[src/rtl/cnt_cmd_ctrl.sv]
// Command sequencer for an up/down counter: accepts LOAD/UP/DOWN/NOP over
// valid/ready and drives load, load_en and down each cycle, holding the count between commands.
module cnt_cmd_ctrl #(
  parameter int WIDTH = 4,
  parameter int STEPW = 8
) (
  input  logic             clk,
  input  logic             rst,
  input  logic             cmd_valid,
  output logic             cmd_ready,
  input  logic [1:0]       cmd_op,
  input  logic [WIDTH-1:0] cmd_val,
  input  logic [STEPW-1:0] cmd_steps,
  input  logic             abort,
  output logic [WIDTH-1:0] cnt_load,
  output logic             cnt_load_en,
  output logic             cnt_down,
  input  logic [WIDTH-1:0] cnt_count,
  input  logic             cnt_rollover,
  output logic             busy,
  output logic             done,
  output logic             aborted,
  output logic [STEPW-1:0] wrap_cnt
);

  typedef enum logic [1:0] {IDLE, LOAD, RUN, DONE} state_t;

  localparam logic [1:0] OP_LOAD = 2'b00;
  localparam logic [1:0] OP_UP   = 2'b01;
  localparam logic [1:0] OP_DOWN = 2'b10;

  state_t           state, next_state;
  logic [1:0]       op_q;
  logic [WIDTH-1:0] val_q;
  logic [STEPW-1:0] remaining;
  logic             accept;
  logic             wrap_hit;

  assign accept   = cmd_valid && cmd_ready;
  assign busy     = (state != IDLE);
  assign done     = (state == DONE);
  // The step about to happen crosses the count boundary in the counting direction.
  assign wrap_hit = ((op_q == OP_UP) && cnt_rollover) ||
                    ((op_q == OP_DOWN) && (cnt_count == '0));

  always_ff @(posedge clk or posedge rst) begin
    if (rst) state <= IDLE;
    else     state <= next_state;
  end

  always_comb begin
    next_state  = state;
    cmd_ready   = 1'b0;
    cnt_load_en = 1'b1;
    cnt_load    = cnt_count;
    cnt_down    = 1'b0;
    case (state)
      IDLE: begin
        cmd_ready = !rst;
        if (cmd_valid && !rst) begin
          case (cmd_op)
            OP_LOAD: next_state = LOAD;
            OP_UP, OP_DOWN: next_state = (cmd_steps != '0) ? RUN : DONE;
            default: next_state = DONE;
          endcase
        end
      end
      LOAD: begin
        cnt_load   = val_q;
        next_state = DONE;
      end
      RUN: begin
        if (abort) begin
          next_state = DONE;
        end else begin
          cnt_load_en = 1'b0;
          cnt_down    = (op_q == OP_DOWN);
          if (remaining == STEPW'(1)) next_state = DONE;
        end
      end
      DONE: next_state = IDLE;
      default: next_state = IDLE;
    endcase
  end

  always_ff @(posedge clk or posedge rst) begin
    if (rst) begin
      op_q      <= OP_LOAD;
      val_q     <= '0;
      remaining <= '0;
      wrap_cnt  <= '0;
      aborted   <= 1'b0;
    end else if (state == IDLE) begin
      if (accept) begin
        op_q      <= cmd_op;
        val_q     <= cmd_val;
        remaining <= cmd_steps;
        wrap_cnt  <= '0;
        aborted   <= 1'b0;
      end
    end else if (state == RUN) begin
      if (abort) begin
        aborted <= 1'b1;
      end else begin
        remaining <= remaining - STEPW'(1);
        if (wrap_hit && (wrap_cnt != '1)) wrap_cnt <= wrap_cnt + STEPW'(1);
      end
    end
  end

endmodule
[config.mk]
export PLATFORM = sky130hd
export DESIGN_NAME = cnt_cmd_ctrl
export DESIGN_NICKNAME = d
export VERILOG_FILES = /design/src/rtl/cnt_cmd_ctrl.sv
export SDC_FILE = /design/constraint.sdc
export NUM_CORES = 1
export LEC_CHECK = 0
export ABC_CLOCK_PERIOD_IN_PS = 1700
export BUFFER_PORTS_ARGS = -buffer_cell sky130_fd_sc_hd__clkbuf_2
export CAP_MARGIN = 10
export CORE_MARGIN = 4
export CORE_UTILIZATION = 35
export CTS_BUF_LIST = sky130_fd_sc_hd__clkbuf_8 sky130_fd_sc_hd__clkbuf_16
export CTS_CLUSTER_SIZE = 28
export DETAILED_ROUTE_END_ITERATION = 7
export GPL_TIMING_DRIVEN = 0
export PLACE_DENSITY = 0.66
export SLEW_MARGIN = 10
export SYNTH_ARGS = -nofsm -noshare
export SYNTH_HDL_FRONTEND = slang
export SYNTH_SLANG_ARGS = --single-unit
[constraint.sdc]
create_clock -name clk -period 1.7 [get_ports clk]
set_input_delay 0.17 -clock clk [delete_from_list [all_inputs] [get_ports clk]]
set_output_delay 0.17 -clock clk [all_outputs]
set_load 0.02 [all_outputs]
Word-level counts from Yosys, hierarchy flattened
Cells that the tools add are included.
{"block": "word_totals", "reg_bits": 25, "ramBits": 0, "n_memories": 0, "out_inout_bits": 18, "latchBits": 0, "word_cells": 67, "romBits": 0, "inputBits": 23}
{"block": "op_classes", "add_sub_neg": 2, "eq_ne": 13, "magnitude_cmp": 0, "div": 0, "muxes": 25, "n_bitwise": 0, "shift": 0, "n_mul": 0, "reduce_logical": 21}
{"cell": "two-way mux 8 bit", "n": 9}
{"cell": "two-way mux 1 bit", "n": 10}
{"cell": "adder 8 x 1 -> 8 bit (second input constant)", "n": 1}
{"cell": "equality test 2 bit (second input constant)", "n": 4}
{"cell": "equality test 8 x 1 -> 1 bit (second input constant)", "n": 1}
{"cell": "inequality test 8 bit (second input constant)", "n": 1}
{"cell": "one-hot mux 2 bit (4 select lines)", "n": 1}
{"cell": "nonzero test 2 bit", "n": 4}
{"cell": "nonzero test 8 bit", "n": 1}
{"cell": "subtractor 8 x 1 -> 8 bit (second input constant)", "n": 1}
{"cell": "equality test 2 x 1 -> 1 bit (second input constant)", "n": 3}
{"cell": "two-way mux 2 bit", "n": 3}
{"cell": "AND reduction 3 bit", "n": 2}
{"cell": "logical AND 1 bit", "n": 5}
{"cell": "zero test 2 bit", "n": 2}
{"cell": "zero test 4 bit", "n": 1}
{"cell": "two-way mux 4 bit", "n": 1}
{"cell": "inequality test 2 bit (second input constant)", "n": 2}
{"cell": "one-hot mux 2 bit (2 select lines)", "n": 1}
{"cell": "AND reduction 2 bit", "n": 2}
{"cell": "AND reduction 4 bit", "n": 1}
{"cell": "inequality test 3 bit (second input constant)", "n": 1}
{"cell": "inequality test 2 x 1 -> 1 bit (second input constant)", "n": 1}
{"cell": "OR reduction 2 bit", "n": 1}
{"cell": "other kinds (2)", "n": 2}

Longest topological paths before layout
Gate-level depths: netlist of the first run.
{"block": "depth", "depth_word": 8, "depth_mapped": 8, "mapped_depth_nobuf": 6}

Worst setup path before layout of the first run
Ideal clock, no wire load.
{"block": "synth_path", "path_kind": "flip-flop to flip-flop", "start": "register wrap_cnt[0]", "end": "register wrap_cnt[3]", "path_stages_with_launch": 6, "path_slack_ns": -0.020, "arrival_ns": 1.594, "n_path_buf": 0, "setup_ns": 0.126, "cell_sequence": "dfrtp_1 > ha_1 > nand3_1 > o21ai_1 > nor2_4 > a221o_1"}
{"block": "synth_via", "elab_chain_len": 5}
{"element": "start: declaration", "line": "23", "text": "output logic [STEPW-1:0] wrap_cnt"}
{"element": "start signal: assignment", "line": "106", "text": "if (wrap_hit && (wrap_cnt != '1)) wrap_cnt <= wrap_cnt + STEPW'(1);"}
{"element": "adder 8 x 1 -> 8 bit", "line": "106"}
{"element": "two-way mux 8 bit", "line": "106"}
{"element": "two-way mux 8 bit", "line": "102", "text": "if (abort) begin"}
{"element": "two-way mux 8 bit", "line": "101", "text": "end else if (state == RUN) begin"}
{"element": "two-way mux 8 bit", "line": "93", "text": "end else if (state == IDLE) begin"}
Parallel ways exist; a longest one is shown, timed or not. The select of a mux whose other input is x is not followed.
A chain may end at the register's enable or synchronous reset.

Worst setup path in the final report of the first run
{"block": "layout_path", "start": "register state[0]", "end": "register remaining[3]"}
{"block": "layout_via", "elab_chain_len": 5}
{"element": "start: declaration", "line": "32", "text": "state_t state, next_state;"}
{"element": "start signal: assignment", "line": "48", "text": "else state <= next_state;"}
{"element": "zero test 2 bit", "line": "57, 93"}
{"element": "two-way mux 1 bit", "line": "57", "text": "case (state)"}
{"element": "logical AND 1 bit", "line": "39", "text": "assign accept = cmd_valid && cmd_ready;"}
{"element": "inequality test 2 bit (no line)"}
{"element": "AND reduction 3 bit (no line)"}
{"element": "end signal: assignment", "line": "97", "text": "remaining <= cmd_steps;"}
{"element": "end signal: assignment", "line": "105", "text": "remaining <= remaining - STEPW'(1);"}
{"element": "end: declaration", "line": "35", "text": "logic [STEPW-1:0] remaining;"}
Parallel ways exist; a longest one is shown, timed or not.

==> impl_metrics.ini, run 1 <==
[run_status]
status = complete, but fails checks
failed_checks = negative hold slack, negative setup slack

[timing]
finalCriticalPeriod_ns = 1.72
max_freq_mhz = 580
grt_setup_unrepaired = true
hold_viol_final = 25
worstMarginPinSlew_ns = 0.583
final_cycle_share_pct = 101
total_of_endpoints_with_negative_setup_slack_in_the_final_report = 3
final.hold.worst_slack_ns = -0.0400
max-slew-margin-rel_pct = 61.0
worst_clock_skew_ns = 0.0128
fin_ws_ns = -0.0241
final_max_slew_viol_count = 0

[global_route]
grt_pass1_wl_um = 7120
number_of_global_route_vias_before_repair = 1482
maximum_number_of_pins_on_one_net_before_global_route_repair = 27
grt.total_usage_pct = 14.7
grt.overflow.total = 0
initial_antenna_violation_count = 0

[critical_path]
worstSetupEndpointType = flop
crit_arrival_ns = 1.88
critPathRequiredTime_ns = 1.86
worst-path-max-fanout = 6
criticalPathCategory = flop to flop
crit_path_start_kind = flop
timing.reg2reg.worst_path_depth = 7

[die]
num_rows = 24
io_pins = 41
die_area_um2 = 5850
core_area_um2 = 4440
initial_utilization_pct = 37.0
die_x_um = 76.5
die_height_um = 76.5

[final_layout]
most_frequent_standard_cell_in_the_layout_excluding_fill_and_tap_cells = sky130_fd_sc_hd__clkbuf_2
stdcell_count = 296
layout_cell_share_with_drive_strength_beyond_1_pct = 41.4
final_net_count = 278
layout.cell_area.non_filler_um2 = 2220
fillCellCount = 431
final_cell_mix = sky130_fd_sc_hd__clkbuf_2, sky130_fd_sc_hd__nand2_1, sky130_fd_sc_hd__dfrtp_1, sky130_fd_sc_hd__buf_4, sky130_fd_sc_hd__nor2_1
flow.area_growth_from_synthesis_pct = 35.3
n_antenna_cell = 0

[placement]
total_of_buffers_placed_on_input_and_output_ports = 40
hpwl_um = 3130
gp_congestion = 0.864
place_ws_ns = -0.337
post_detailed_placement_cell_area_um2 = 1910
placed_cells = 273

[logic_synthesis]
synth.largest_area_cell = sky130_fd_sc_hd__dfrtp_1
ys.flop_type = sky130_fd_sc_hd__dfrtp_1
area_fraction_of_the_dominant_cell_type_after_synthesis_pct = 38.1
post_synth_mux_area_share_pct = 7.24
ys_seq_elements = 25
synth_cells = 181
synth_xor_area_share_pct = 0.533
yosys.area_share.adder_pct = 7.62
synth_enable_flop_cells = 0
synth-seq-area-share_pct = 38.1
synth_top_family_by_area = simple AND/OR/NAND/NOR gates
synthesis.yosys.warnings = 0
synth-compound-area-share_pct = 18.8
synthDistinctLibCells = 50
post_synth_and_or_nand_nor_area_fraction_pct = 24.1
yosys-top-cells-area = sky130_fd_sc_hd__dfrtp_1, sky130_fd_sc_hd__ha_1, sky130_fd_sc_hd__nand2_1, sky130_fd_sc_hd__mux2_2, sky130_fd_sc_hd__nor2_1
syn_nets = 214
synthesis.area_per_instance_um2 = 9.08
async_reset_ff_share_pct = 100
syn-cell-area_um2 = 1640

[clocking]
cts_buffers = 3
clock_latency_ns = 0.28
clk_transition_reported_paths_ns = 0.10
clock_sink_count = 25
ctsLongestPathBuffers = 2
cts-root-buf = sky130_fd_sc_hd__clkbuf_8
cts_tree = yes
ctsHoldBuffers = 0
clock_tree.htree_level_count = 1

[routing]
detail-route-antenna-nets = 0
detailedRoute.firstIterationViolations = 121
drt_pass1_iterations = 4
via_count = 1569
detail_route.drc_violations = 0
routed_via_density = 5.30
routed_wirelength_normalized_by_instance_count_um = 15.2
route.final.wire_length_um = 4500

[pwr]
ir_worst_vdd_uv = 942
p_leak_nw = 1.04
power.density_nw_per_um2 = 1450
power.total_mw = 3.22

[flow_run]
drv.max_cap_violation_count = 0

[hold_path]
timing.hold.worst.class = primary input to asynchronous set/reset pin
## worst max-delay path: stages (launching register included)
cell and delay [ns]:
sky130_fd_sc_hd__dfrtp_1 0.40, sky130_fd_sc_hd__inv_2 0.11, sky130_fd_sc_hd__ha_4 0.16, sky130_fd_sc_hd__buf_6 0.13, sky130_fd_sc_hd__and3b_2 0.24, sky130_fd_sc_hd__mux2_4 0.31
sky130_fd_sc_hd__a32oi_1 0.15, sky130_fd_sc_hd__o21ai_1 0.09
## per-layer routing
layer | GRT usage, % | wire length [µm] | vias up | part of all wire [%]
met5 | 0 | 0 | - | 0
met4 | 5.07 | 70 | 0 | 1.6
met3 | 2.60 | 169 | 7 | 3.8
met2 | 23.8 | 2220 | 36 | 49
met1 | 19.8 | 2040 | 743 | 45
li1 | - | - | 783 | -
## kinds of logic (layout without fill, tap and decap cells)
| group | Yosys count | after routing |
|---|---|---|
| compound gates | 42 | 42 |
| mux | 11 | 11 |
| xor+xnor | 1 | 1 |
| flops | 25 | 25 |
| simple gates | 77 | 77 |
| buf+inv | 15 | 78 |
| fa+ha+maj | 10 | 10 |
## flip-flops by register name, indices dropped and copies added (netlist names)
signal	count
remaining	8
wrap_cnt	8
val_q	4
op_q	2
state	2
aborted	1
## layout make-up
cell class	count	area, µm²	area share [%]
buffer	4	35.0	1.58
clock buffer	3	41.3	1.86
clock inverter	1	8.76	0.394
inverter	10	45.0	2.03
multi-input combinational	141	1040	46.6
sequential	25	626	28.2
tap	52	65.1	2.93
timing repair buffer	60	365	16.4
## through the flow
stage               hold slack, ns  utilization, %  setup TNS [ns]
floorplan                    0.206               -         -0.0604
global placement             0.362            43.0           -3.64
detailed placement           0.367            43.0           -4.17
CTS                         0.0645            46.8         -0.0373
global route               0.00843            50.0          -0.852
finish                     -0.0400            50.0         -0.0286
## cell usage after synthesis, types with 2 or more instances
| master | count |
|---|---|
| sky130_fd_sc_hd__nand4b_1 | 2 |
| sky130_fd_sc_hd__nor2_1 | 18 |
| sky130_fd_sc_hd__mux2i_1 | 4 |
| sky130_fd_sc_hd__nand3b_1 | 2 |
| sky130_fd_sc_hd__dfrtp_1 | 25 |
| sky130_fd_sc_hd__nor4_1 | 2 |
| sky130_fd_sc_hd__clkbuf_1 | 3 |
| sky130_fd_sc_hd__inv_1 | 10 |
| sky130_fd_sc_hd__nor3_1 | 5 |
| sky130_fd_sc_hd__o21ai_0 | 9 |
| sky130_fd_sc_hd__o221a_2 | 2 |
| sky130_fd_sc_hd__nand3_1 | 8 |
| sky130_fd_sc_hd__o211ai_1 | 2 |
| sky130_fd_sc_hd__a221o_1 | 3 |
| sky130_fd_sc_hd__ha_1 | 10 |
| sky130_fd_sc_hd__a31oi_1 | 4 |
| sky130_fd_sc_hd__buf_2 | 2 |
| sky130_fd_sc_hd__a21oi_1 | 6 |
| sky130_fd_sc_hd__nor3b_1 | 2 |
| sky130_fd_sc_hd__nand2_1 | 26 |
| sky130_fd_sc_hd__mux2_2 | 7 |
## timing repair
item	CTS	global route
buffers inserted	9	11
pin swaps	5	10
setup endpoints to repair	31	22
gates resized for setup	14	21
## report_power, final
part / total [mW] / internal, mW / switching [mW]
Combinational: 1.87 / 0.910 / 0.964
Sequential: 0.960 / 0.787 / 0.174
Clock: 0.387 / 0.172 / 0.215
Total: 3.22 / 1.87 / 1.35
## worst paths after layout
check	start	end	slack [ns]
min in group clk	cmd_val[3]	val_q[3]	0.07
min reg2reg	val_q[3]	val_q[3]	0.49
max	state[0]	remaining[3]	-0.02
min	rst	op_q[1]	-0.04
max in group asynchronous	rst	remaining[2]	1.40
max reg2reg	state[0]	remaining[3]	-0.02
Power figures use the tool's default switching activity.
==> inputs of run 2 (changes only) <==
--- a/config.mk
+++ b/config.mk
@@ -15,6 +15,7 @@
 export DETAILED_ROUTE_END_ITERATION = 7
 export GPL_TIMING_DRIVEN = 0
 export PLACE_DENSITY = 0.66
+export SKIP_LAST_GASP = 1
 export SLEW_MARGIN = 10
 export SYNTH_ARGS = -nofsm -noshare
 export SYNTH_HDL_FRONTEND = slang
==> run 2 against run 1 <==
Largest cell class unchanged. Utilization fell by 0.056 points. Critical path depth did not move. Hold slack barely moved. Global-route usage did not move. Highest routed layer unchanged. Non-clock buffer count did not move. Final cell count did not move. The run still ends with negative hold slack, negative setup slack left.
==> impl_metrics.ini, run 2 (synthesized netlist as in run 1, its figures left out) <==
[run_status]
status = complete, but fails checks
failed_checks = negative hold slack, negative setup slack

[pwr]
power.total_mw = 3.22
power.density_nw_per_um2 = 1450
ir_worst_vdd_uv = 942
p_leak_nw = 1.04

[clocking]
clock_latency_ns = 0.28
clk_transition_reported_paths_ns = 0.10
ctsHoldBuffers = 0
ctsLongestPathBuffers = 2
cts_tree = yes
clock_tree.htree_level_count = 1
clock_sink_count = 25
cts-root-buf = sky130_fd_sc_hd__clkbuf_8
cts_buffers = 3

[die]
die_area_um2 = 5850
num_rows = 24
io_pins = 41
initial_utilization_pct = 37.0
die_x_um = 76.5
die_height_um = 76.5
core_area_um2 = 4440

[critical_path]
critPathLaunch = state[0]
criticalPathCategory = flop to flop
critPathRequiredTime_ns = 1.86
regToRegStartpoint = state[0]
worstSetupEndpointType = flop
worst-path-max-fanout = 6
crit_path_start_kind = flop
crit_arrival_ns = 1.88

[routing]
detailedRoute.firstIterationViolations = 121
detail-route-antenna-nets = 0
route.final.wire_length_um = 4500
routed_wirelength_normalized_by_instance_count_um = 15.2
routed_via_density = 5.30
via_count = 1568
drt_pass1_iterations = 4
detail_route.drc_violations = 0

[timing]
max-slew-margin-rel_pct = 61.0
hold_viol_final = 25
timing.setup.tns_ns = -0.0286
finalCriticalPeriod_ns = 1.72
final_cycle_share_pct = 101
fin_ws_ns = -0.0241
max_freq_mhz = 580
total_of_endpoints_with_negative_setup_slack_in_the_final_report = 3
final_max_slew_viol_count = 0
grt_setup_unrepaired = true
final.hold.worst_slack_ns = -0.0399
worstMarginPinSlew_ns = 0.583
worst_clock_skew_ns = 0.0128

[final_layout]
finish.utilization_pct = 49.9
n_antenna_cell = 0
final_cell_mix = sky130_fd_sc_hd__clkbuf_2, sky130_fd_sc_hd__nand2_1, sky130_fd_sc_hd__dfrtp_1, sky130_fd_sc_hd__buf_4, sky130_fd_sc_hd__nor2_1
layout.cell_area.non_filler_um2 = 2220
most_frequent_standard_cell_in_the_layout_excluding_fill_and_tap_cells = sky130_fd_sc_hd__clkbuf_2
flow.area_growth_from_synthesis_pct = 35.1
layout_top_registers = remaining (8), wrap_cnt (8), val_q (4)
final_net_count = 278
layout_cell_share_with_drive_strength_beyond_1_pct = 41.4
fillCellCount = 432

[global_route]
initial_antenna_violation_count = 0
grt.total_usage_pct = 14.7
grt.overflow.total = 0
grt_pass1_wl_um = 7120
maximum_number_of_pins_on_one_net_before_global_route_repair = 27
number_of_global_route_vias_before_repair = 1482

[placement]
gp_congestion = 0.864
post_detailed_placement_cell_area_um2 = 1910
hpwl_um = 3130
total_of_buffers_placed_on_input_and_output_ports = 40

[hold_path]
timing.hold.worst.class = primary input to asynchronous set/reset pin

[flow_run]
drv.max_cap_violation_count = 0
run 2: path summary, 6_finish.rpt:
check,endpoint,slack (ns),cells past startpoint
worst max-delay path,remaining[3],-0.02,7
worst min-delay path,op_q[1],-0.04,2
worst max register to register,remaining[3],-0.02,7
worst min register to register,val_q[3],0.49,2
max in group asynchronous,remaining[2],1.40,2
min in group clk,val_q[3],0.07,3
run 2: routing by layer:
layer / GRT usage, % / vias up / share of wire (%)
met5: 0 / - / 0
met2: 23.8 / 36 / 49
li1: - / 783 / -
met1: 19.8 / 742 / 45
met3: 2.60 / 7 / 3.9
met4: 5.07 / 0 / 1.6
run 2: critical path, stage by stage (launching register included):
cell,delay (ns)
sky130_fd_sc_hd__dfrtp_1,0.40
sky130_fd_sc_hd__inv_2,0.11
sky130_fd_sc_hd__ha_4,0.16
sky130_fd_sc_hd__buf_6,0.13
sky130_fd_sc_hd__and3b_2,0.24
sky130_fd_sc_hd__mux2_4,0.31
sky130_fd_sc_hd__a32oi_1,0.15
sky130_fd_sc_hd__o21ai_1,0.09
run 2: through the flow:
| step | hold slack, ns | std cells | worst slack, ns |
|---|---|---|---|
| 3_5_place_dp | 0.367 | 273 | -0.337 |
| 3_3_place_gp | 0.362 | 273 | -0.306 |
| 5_1_grt | 0.00843 | 296 | -0.106 |
| 4_1_cts | 0.0645 | 286 | -0.0161 |
| 2_1_floorplan | 0.206 | 181 | -0.0201 |
| 6_report | -0.0399 | 296 | -0.0241 |
run 2: final cells by class:
class,instances,area [µm²],share of cell area (%)
Multi-Input combinational cell,141,1040,46.7
Sequential cell,25,626,28.2
Timing Repair Buffer,60,363,16.3
Tap cell,52,65.1,2.93
Inverter,10,45.0,2.03
Clock buffer,3,41.3,1.86
Buffer,4,35.0,1.58
Clock inverter,1,8.76,0.395
run 2: timing repair:
action | 4_1_cts | 5_1_grt
gates resized for setup | 14 | 20
hold endpoints to repair | 0 | 0
cloned | 0 | 0
setup endpoints to repair | 31 | 22
pin swaps | 5 | 10
buffers inserted | 9 | 11
run 2: power by group:
| group | total (mW) | internal, mW | leakage (nW) | switching (mW) |
|---|---|---|---|---|
| clock network | 0.387 | 0.172 | 0.0261 | 0.215 |
| registers | 0.960 | 0.787 | 0.317 | 0.174 |
| logic | 1.87 | 0.906 | 0.694 | 0.964 |
| total | 3.22 | 1.87 | 1.04 | 1.35 |
